### src/rtl/lap_timer.sv
// Stopwatch/countdown core: HH:MM:SS.hh up/down counter with lap/preset slots.
// Optional AUTO_RELOAD_EN: on down-count expiry, reload the time from slot 0 if it is valid.
module lap_timer #(
  parameter int TICK_DIV  = 1250000,
  parameter int NUM_SLOTS = 3,
  parameter int SLOT_W    = 2,
  parameter int HOUR_MAX  = 23
) (
  input  logic                 clk,
  input  logic                 reset,
  input  logic                 run,
  input  logic                 dir,
  input  logic                 clear,
  input  logic                 save,
  input  logic                 load,
  input  logic [SLOT_W-1:0]    slot,
  output logic [6:0]           hour,
  output logic [6:0]           minute,
  output logic [6:0]           second,
  output logic [6:0]           hundredth,
  output logic                 tick,
  output logic                 wrapped,
  output logic                 expired,
  output logic [NUM_SLOTS-1:0] slot_valid,
  output logic                 running
);

  localparam int              PW    = $clog2(TICK_DIV);
  localparam logic [PW-1:0]   PLAST = PW'(TICK_DIV - 1);
  localparam logic [6:0]      HMAX  = 7'(HOUR_MAX);

  logic [PW-1:0] presc;
  logic [27:0]   tim;
  logic [27:0]   mem [NUM_SLOTS];
  logic          run_q;
  logic          slot_ok;
  logic          do_load;
  logic          do_save;
  logic          count_en;
  logic [28:0]   up_res;
  logic [27:0]   dn_res;

  // Returns {wrap, next_time}; wrap is set only on the HOUR_MAX:59:59.99 rollover.
  function automatic logic [28:0] inc_time(input logic [27:0] t);
    logic [6:0] h, m, s, c;
    logic       w;
    {h, m, s, c} = t;
    w = 1'b0;
    if (c != 7'd99) c = c + 7'd1;
    else begin
      c = 7'd0;
      if (s != 7'd59) s = s + 7'd1;
      else begin
        s = 7'd0;
        if (m != 7'd59) m = m + 7'd1;
        else begin
          m = 7'd0;
          if (h != HMAX) h = h + 7'd1;
          else begin
            h = 7'd0;
            w = 1'b1;
          end
        end
      end
    end
    return {w, h, m, s, c};
  endfunction

  function automatic logic [27:0] dec_time(input logic [27:0] t);
    logic [6:0] h, m, s, c;
    {h, m, s, c} = t;
    if (c != 7'd0) c = c - 7'd1;
    else begin
      c = 7'd99;
      if (s != 7'd0) s = s - 7'd1;
      else begin
        s = 7'd59;
        if (m != 7'd0) m = m - 7'd1;
        else begin
          m = 7'd59;
          if (h != 7'd0) h = h - 7'd1;
          else h = HMAX;
        end
      end
    end
    return {h, m, s, c};
  endfunction

  assign slot_ok  = (32'(slot) < NUM_SLOTS);
  assign do_load  = load & ~clear & slot_ok;
  assign do_save  = save & ~load & ~clear & slot_ok;
  // Any control pulse, even an ignored one, freezes counting for that cycle.
  assign count_en = run_q & ~clear & ~load & ~save;
  assign up_res   = inc_time(tim);
  assign dn_res   = dec_time(tim);

  always_ff @(posedge clk or posedge reset) begin
    if (reset) begin
      run_q      <= 1'b0;
      presc      <= '0;
      tim        <= '0;
      tick       <= 1'b0;
      wrapped    <= 1'b0;
      expired    <= 1'b0;
      slot_valid <= '0;
    end else begin
      tick    <= 1'b0;
      wrapped <= 1'b0;
      expired <= 1'b0;
      run_q   <= run & ~save & ~load & ~clear;
      if (clear) begin
        tim   <= '0;
        presc <= '0;
      end else if (do_load) begin
        presc <= '0;
        tim   <= slot_valid[slot] ? mem[slot] : '0;
      end else if (do_save) begin
        slot_valid[slot] <= 1'b1;
      end else if (count_en) begin
        presc <= (presc == PLAST) ? '0 : presc + PW'(1);
        if (presc == PLAST) begin
          if (!dir) begin
            tim     <= up_res[27:0];
            tick    <= 1'b1;
            wrapped <= up_res[28];
          end else if (tim != '0) begin
            tim  <= dn_res;
            tick <= 1'b1;
            if (dn_res == '0) begin
              expired <= 1'b1;
`ifdef AUTO_RELOAD_EN
              if (slot_valid[0]) tim <= mem[0];
`endif
            end
          end
        end
      end
    end
  end

  // Slot storage carries no reset; slot_valid qualifies its contents.
  always_ff @(posedge clk) begin
    if (do_save) mem[slot] <= tim;
  end

  assign {hour, minute, second, hundredth} = tim;
  assign running = run_q;

endmodule

### config.mk
export PLATFORM = sky130hd
export DESIGN_NAME = lap_timer
export DESIGN_NICKNAME = d
export VERILOG_FILES = /design/src/rtl/lap_timer.sv
export SDC_FILE = /design/constraint.sdc
export NUM_CORES = 1
export LEC_CHECK = 0
export ABC_AREA = 1
export CORE_MARGIN = 2
export CORE_UTILIZATION = 60
export DETAILED_ROUTE_END_ITERATION = 6
export PLACE_DENSITY_LB_ADDON = 0.3
export SYNTH_ARGS = -nofsm -noshare
export SYNTH_HDL_FRONTEND = slang
export SYNTH_SLANG_ARGS = --single-unit
### constraint.sdc
create_clock -name clk -period 2.36 [get_ports clk]
set_input_delay 0.354 -clock clk [delete_from_list [all_inputs] [get_ports clk]]
set_output_delay 0.354 -clock clk [all_outputs]
set_load 0.02 [all_outputs]
==> results of run 1 <==
cell type report:
| type | count | area [µm²] |
|---|---|---|
| Sequential cell | 140 | 3920 |
| Multi-Input combinational cell | 689 | 3410 |
| Fill cell | 953 | 3260 |
| Timing Repair Buffer | 99 | 938 |
| Clock buffer | 18 | 439 |
| Inverter | 89 | 334 |
| Tap cell | 172 | 215 |
| Clock inverter | 14 | 150 |
power groups by stage:
| stage | registers (mW) | logic, mW | clock network (mW) |
|---|---|---|---|
| 2_1_floorplan | 3.03 | 1.22 | 0 |
| 3_3_place_gp | 2.92 | 2.00 | 0 |
| 3_5_place_dp | 2.92 | 2.03 | 0 |
| 4_1_cts | 2.88 | 2.06 | 2.69 |
| 5_1_grt | 2.89 | 2.33 | 2.79 |
| 6_report | 2.88 | 2.14 | 2.68 |
timing repair:
item / 4_1_cts / 5_1_grt
resized for setup: 1 / 7
setup endpoints to repair: 1 / 15
setup buffers: 0 / 2
pin swaps: 0 / 2
through the flow:
| step | area, µm² | std cells | util, % | hold WS [ns] |
|---|---|---|---|---|
| after floorplan | 7800 | 950 | - | 0.420 |
| after global placement | 8770 | 1187 | 69.2 | 0.482 |
| after detailed placement | 8770 | 1187 | 69.2 | 0.492 |
| after CTS | 9370 | 1219 | 73.9 | 0.313 |
| after global routing | 9410 | 1221 | 74.2 | 0.342 |
| final | 9410 | 1221 | 74.2 | 0.309 |
metal layers:
metal / vias up / track usage, % / share of wire, %
met5: - / 0 / 0
met4: 0 / 10.6 / 2.3
met3: 56 / 7.41 / 8.1
met2: 363 / 50.7 / 47
met1: 3319 / 42.7 / 43
li1: 3365 / - / -
cell usage after synthesis (6+ instances only):
cell	number
nor2_4	7
buf_6	6
nand4_1	18
and3_1	6
nand2_1	249
nor2_1	103
buf_2	6
inv_1	81
edfxtp_1	84
inv_2	8
o21ai_0	71
dfrtp_1	56
nor2_2	10
xnor2_1	6
nor3_1	16
nand3_1	84
xor2_1	13
a21oi_1	45
ha_1	12
o21ai_1	17
clkbuf_1	13
worst max path at each step:
| stage | endpoint | slack, ns |
|---|---|---|
| 2_1_floorplan | mem[0][0] | 0.11 |
| 3_3_place_gp | tim[27] | 0.003 |
| 3_5_place_dp | tim[27] | 0.02 |
| 4_1_cts | expired | 0.09 |
| 5_1_grt | expired | 0.0008 |
| 6_report | expired | 0.09 |
flip-flops by register name, summed over array words and instances, names as in the netlist:
| name | flops |
|---|---|
| mem | 84 |
| tim | 28 |
| presc | 21 |
| slot_valid | 3 |
| expired | 1 |
| running | 1 |
| tick | 1 |
| wrapped | 1 |
critical path: cells and delay by family (launching register included):
family,cells,cell delay [ns]
flops,1,0.38
fa+ha+maj,1,0.24
buf+inv,2,0.16
simple gates,11,1.42
kinds of logic after synthesis:
family	Yosys count
flip-flops	140
XOR/XNOR	19
adder cells (fa/ha/maj)	12
AND/OR/NAND/NOR	503
buffers and inverters	121
AO/OA/AOI/OAI	155
==> run metrics, run 1 <==
status=complete, no violations; GPL Wtd Cong=0.990; most frequent CP cell=nor2_1; Worst EP arrival=between 2 and 3 ns; CP Launch Type=flip-flop; Final Hold Viols=0; first-pass iteration count of the detailed router=6; min cycle time layout=2.27 ns; Post-Syn Instances=950; xor and xnor area share after synthesis=2.14%; Final Slew Violations=0; DP HPWL=around 14000 µm; unrepaired setup endpoints after global routing=no; P_int=around 5.2 mW; Worst VDD drop=1.00 mV; mux cell area share after synthesis=0%; dpl ws=approximately 0.024 ns; slowest CP cell=dfrtp_1; end of the worst register-to-register path=expired; Worst-Skew Late Latency=0.43 ns; Synth Area in Compound Gates=10.7%; #FFs+latches synth=140; Netlist cell types=42; Crit path largest cell delay=around 0.38 ns; Area Growth Syn to Fin=20.7%; switch share=32.4%; Layout Nets=1057; layout cells sized above 1=12.4%; pwr dens=about 820 nW/µm²; Clock Tree Root=clkbuf_16; PortBufs=43; cts hold-fix bufs=0; Synth Net Count=971; largest net degree at the start of global routing=between 50 and 60; MaxCap Viol Count=0; commonest non-fill, non-tap cell in the layout=nand2_1; synthesized area=slightly below 8000 µm²; drt wl/cell=17.3 µm; CP cell instances=inv_1 -> ha_2 -> inv_1 -> nor2_1 -> nand3_2 -> nor2_2 -> nand3_1 -> nand2_1 -> nand2_1 -> nor2_1 -> nand3_1 -> nor2_1 -> nand3_1 -> nor2_1; number of global-route vias before repair=6724; power share of the combinational group=27.8%; nature of the critical path endpoint=flip-flop; PnR worst setup slack=~0.090 ns; gr usage total=31.6%; flop2flop setup slack=roughly 0.09 ns; area leader, netlist=edfxtp_1; Synth Warn #=0; final setup TNS=0 ns; Slew HR=71.1%; Reg power frac=37.5%; Final Cycle Share=96.2%; total grt overflow=0; Setup Viol. Count Final=0; first-pass GRT wire length=34500 µm; r2r worst-path depth=14; post-route total power=7.70 mW; Starting Density=61.5%; die area=13900 µm²; initial antenna violation count=0; most frequent cells in the layout=nand2_1, nor2_1, edfxtp_1, nand3_1, inv_1; Max H-tree Level=4; synthesized area per cell=8.20 µm²; clock slew at reported path FFs=0.06 ns; post-synthesis simple-gate area fraction=28.3%; Clock Path Buffers=2; DR vias=about 7000; CORE AREA=12700 µm²; async set-or-reset flop fraction in the synthesized netlist=40.0%; combinational family with the most area after synthesis=simple AND/OR/NAND/NOR gates; NetSw=2.50 mW; # clock sinks=140; # DRC=0; post-route antenna net violation count=0; Yosys top cell area share=32.4%; Detailed Route Iter0 Violations=827; vias per inst=5.82; clock power share=34.8%; io pins=between 40 and 50; Clock Skews=0.00871 ns; required time worst endpoint=roughly 2.7 ns; CTS tree=done; min-delay worst type=primary input to async pin; number of CTS-inserted buffers=17; Max Clk Rate=between 400 and 500 MHz; synth top area cells=edfxtp_1, dfrtp_1, nand2_1; LEAKAGE=~4 nW; share of synthesized area occupied by flip-flops and latches=about 50%; Worst Tran Pin Value=around 0.43 ns; top_reg_cell synth=edfxtp_1; WS Path Type=flip-flop to flip-flop; Die Y=~120 µm; launch point of the critical path=tim[8]; Crit Reg-Reg Startpoint=tim[8]; Die W=118 µm; Post-synth EDFFs=84; Adder-Cell Fraction of Synth Area=under 10%; Row Count=41; Antenna diodes=0; Routed WL=21200 µm; crit path max fanout=5
No activity file was read; power rests on OpenSTA's default activity.
==> run 2: changes to the inputs <==
--- a/config.mk
+++ b/config.mk
@@ -7,9 +7,10 @@
 export LEC_CHECK = 0
 export ABC_AREA = 1
 export CORE_MARGIN = 2
-export CORE_UTILIZATION = 60
+export CORE_UTILIZATION = 28
 export DETAILED_ROUTE_END_ITERATION = 6
 export PLACE_DENSITY_LB_ADDON = 0.3
+export SKIP_LAST_GASP = 1
 export SYNTH_ARGS = -nofsm -noshare
 export SYNTH_HDL_FRONTEND = slang
 export SYNTH_SLANG_ARGS = --single-unit
==> run 2 against run 1 <==
Net effect: sequential share of layout area fell by 1.4 points; critical path depth did not move; fmax rose by 3.5%; sequential power barely moved; final area rose by 3.5%; critical path type unchanged; highest routed layer unchanged.
==> run metrics, run 2 (synthesized netlist as in run 1, its figures left out) <==
io pins=44 (unchanged); Clock Skews=0.0121 ns (was 0.00871 ns); initial antenna violation count=0 (unchanged); gr usage total=16.1% (was 31.6%); CORE AREA=27600 µm² (was 12700 µm²); Antenna diodes=0 (unchanged); Worst path top cell family by delay=simple AND/OR/NAND/NOR gates (unchanged); drt wl/cell=15.8 µm (was 17.3 µm); Detailed Route Iter0 Violations=568 (was 827); first-pass iteration count of the detailed router=5 (was 6); most frequent CP cell=nand2_1 (was nor2_1); NetSw=2.59 mW (was 2.50 mW); Die Y=171 µm (was 118 µm); commonest non-fill, non-tap cell in the layout=nand2_1 (unchanged); power share of the combinational group=26.5% (was 27.8%); most frequent cells in the layout=nand2_1, nor2_1, edfxtp_1, nand3_1, inv_1 (unchanged); Final Util=35.2% (was 74.2%); largest net degree at the start of global routing=57 (unchanged); Slew HR=66.4% (was 71.1%); Filler cells=2849 (was 953); DP HPWL=15700 µm (was 14400 µm); Clock Path Buffers=2 (unchanged); Max H-tree Level=4 (unchanged); CP Launch Type=flip-flop (unchanged); max reg flops=84 (unchanged); Worst EP arrival=2.57 ns (was 2.63 ns); Layout Nets=1059 (was 1057); WS Path Type=flip-flop to flip-flop (unchanged); first-pass GRT wire length=36000 µm (was 34500 µm); unrepaired setup endpoints after global routing=yes (was no); Top reg by flops=mem (unchanged); Worst-Skew Late Latency=0.44 ns (was 0.43 ns); number of CTS-inserted buffers=17 (unchanged); Die W=171 µm (was 118 µm); clock slew at reported path FFs=0.07 ns (was 0.06 ns); min cycle time layout=2.19 ns (was 2.27 ns); DR vias=6704 (was 7103); P_int=5.42 mW (was 5.20 mW); Area Growth Syn to Fin=24.9% (was 20.7%); Row Count=61 (was 41); CP cell instances=inv_1 -> ha_1 -> buf_4 -> nand2_1 -> nor2_4 -> nand3_2 -> inv_2 -> nand3_1 -> buf_4 -> nand2_1 -> nand2_1 -> nand2_1 -> nand3_1 -> nand2_1 (was inv_1 -> ha_2 -> inv_1 -> nor2_1 -> nand3_2 -> nor2_2 -> nand3_1 -> nand2_1 -> nand2_1 -> nor2_1 -> nand3_1 -> nor2_1 -> nand3_1 -> nor2_1); die area=29200 µm² (was 13900 µm²); pwr dens=822 nW/µm² (was 818 nW/µm²); Final Cycle Share=92.9% (was 96.2%); total grt overflow=0 (unchanged); cts hold-fix bufs=0 (unchanged); # DRC=0 (unchanged); Worst Tran Pin Value=0.501 ns (was 0.431 ns); Setup Viol. Count Final=0 (unchanged); Final Slew Violations=0 (unchanged); GPL Wtd Cong=0.935 (was 0.990); status=complete, no violations (unchanged); required time worst endpoint=2.74 ns (was 2.72 ns); crit path buf inv count=4 (was 2); Top Registers=mem: 84 flops, tim: 28 flops, presc: 21 flops (unchanged); nature of the critical path endpoint=flip-flop (unchanged); Final Hold Viols=0 (unchanged); Routed WL=22600 µm (was 21200 µm); PortBufs=43 (unchanged); LEAKAGE=4.08 nW (was 4.05 nW); post-route antenna net violation count=0 (unchanged); Reg power frac=36.2% (was 37.5%); crit path max fanout=5 (unchanged); Worst VDD drop=0.503 mV (was 1.00 mV); post-route total power=8.00 mW (was 7.70 mW); vias per inst=4.69 (was 5.82); switch share=32.3% (was 32.4%); min-delay worst type=primary input to async pin (unchanged); final hold slack=0.309 ns (about the same); layout cells sized above 1=12.7% (was 12.4%); number of global-route vias before repair=6370 (was 6724); MaxCap Viol Count=0 (unchanged); CTS tree=done (unchanged); clock power share=37.3% (was 34.8%); slowest CP cell=dfrtp_1 (unchanged); Max Clk Rate=456 MHz (was 441 MHz); Starting Density=28.2% (was 61.5%); Crit path largest cell delay=0.37 ns (was 0.38 ns); Clock Tree Root=clkbuf_16 (unchanged); # clock sinks=140 (unchanged)
run 2: cell count changes in the layout (fill, tap and decap cells not counted), sizes merged:
cell,previous run,this run
inv,90,91
clkinvlp,1,2
bufinv,3,5
buf,56,58
clkinv,9,4
run 2: final cells by class:
cell class,count,area [µm²],share of cell area [%]
Sequential cell,140,3920,40.3
Multi-Input combinational cell,689,3410,35.0
Timing Repair Buffer,101,953,9.79
Tap cell,378,473,4.86
Clock buffer,18,429,4.41
Inverter,89,334,3.43
Clock inverter,13,216,2.22
run 2: metal layers:
layer	part of all wire [%]	vias up	global-route usage, %
met3	4.5	24	2.82
met2	46	139	26.2
met1	48	3180	21.9
li1	-	3361	-
met4	1.3	0	4.79
met5	0	-	0
run 2: final timing paths:
kind | slack, ns | end | start | cells after the start
min | 0.31 | slot_valid[1] | reset | 3
min in group clk | 0.46 | running | run | 3
max reg2reg | 0.17 | tim[25] | tim[7] | 14
min reg2reg | 0.51 | slot_valid[2] | slot_valid[2] | 1
max in group asynchronous | 1.77 | presc[12] | reset | 3
max | 0.17 | tim[25] | tim[7] | 14
run 2: repair_timing:
| action | CTS | global route |
|---|---|---|
| resized for setup | 0 | 6 |
| setup buffers | 0 | 3 |
| setup endpoints to repair | 0 | 9 |
run 2: tightest hold or removal path: stages:
cell             delay (ns)
clkdlybuf4s50_1        0.41
inv_2                  0.07
buf_12                 0.30
run 2: power by group through the flow:
stage                     registers (mW)  logic [mW]  clock network (mW)
after floorplan                     3.03        1.22                   0
after global placement              2.95        2.07                   0
after global routing                2.92        2.35                3.14
after CTS                           2.90        2.08                3.04
final                               2.90        2.12                2.99
after detailed placement            2.95        2.07                   0
run 2: stage by stage:
stage / instance area [µm²] / worst slack, ns / instances / TNS (ns)
after floorplan: 7800 / 0.108 / 950 / 0
after global placement: 9040 / 0.0984 / 1394 / 0
after detailed placement: 9040 / 0.108 / 1394 / 0
after CTS: 9690 / 0.154 / 1425 / 0
after global routing: 9740 / -0.0296 / 1428 / -0.0556
final: 9740 / 0.167 / 1428 / 0
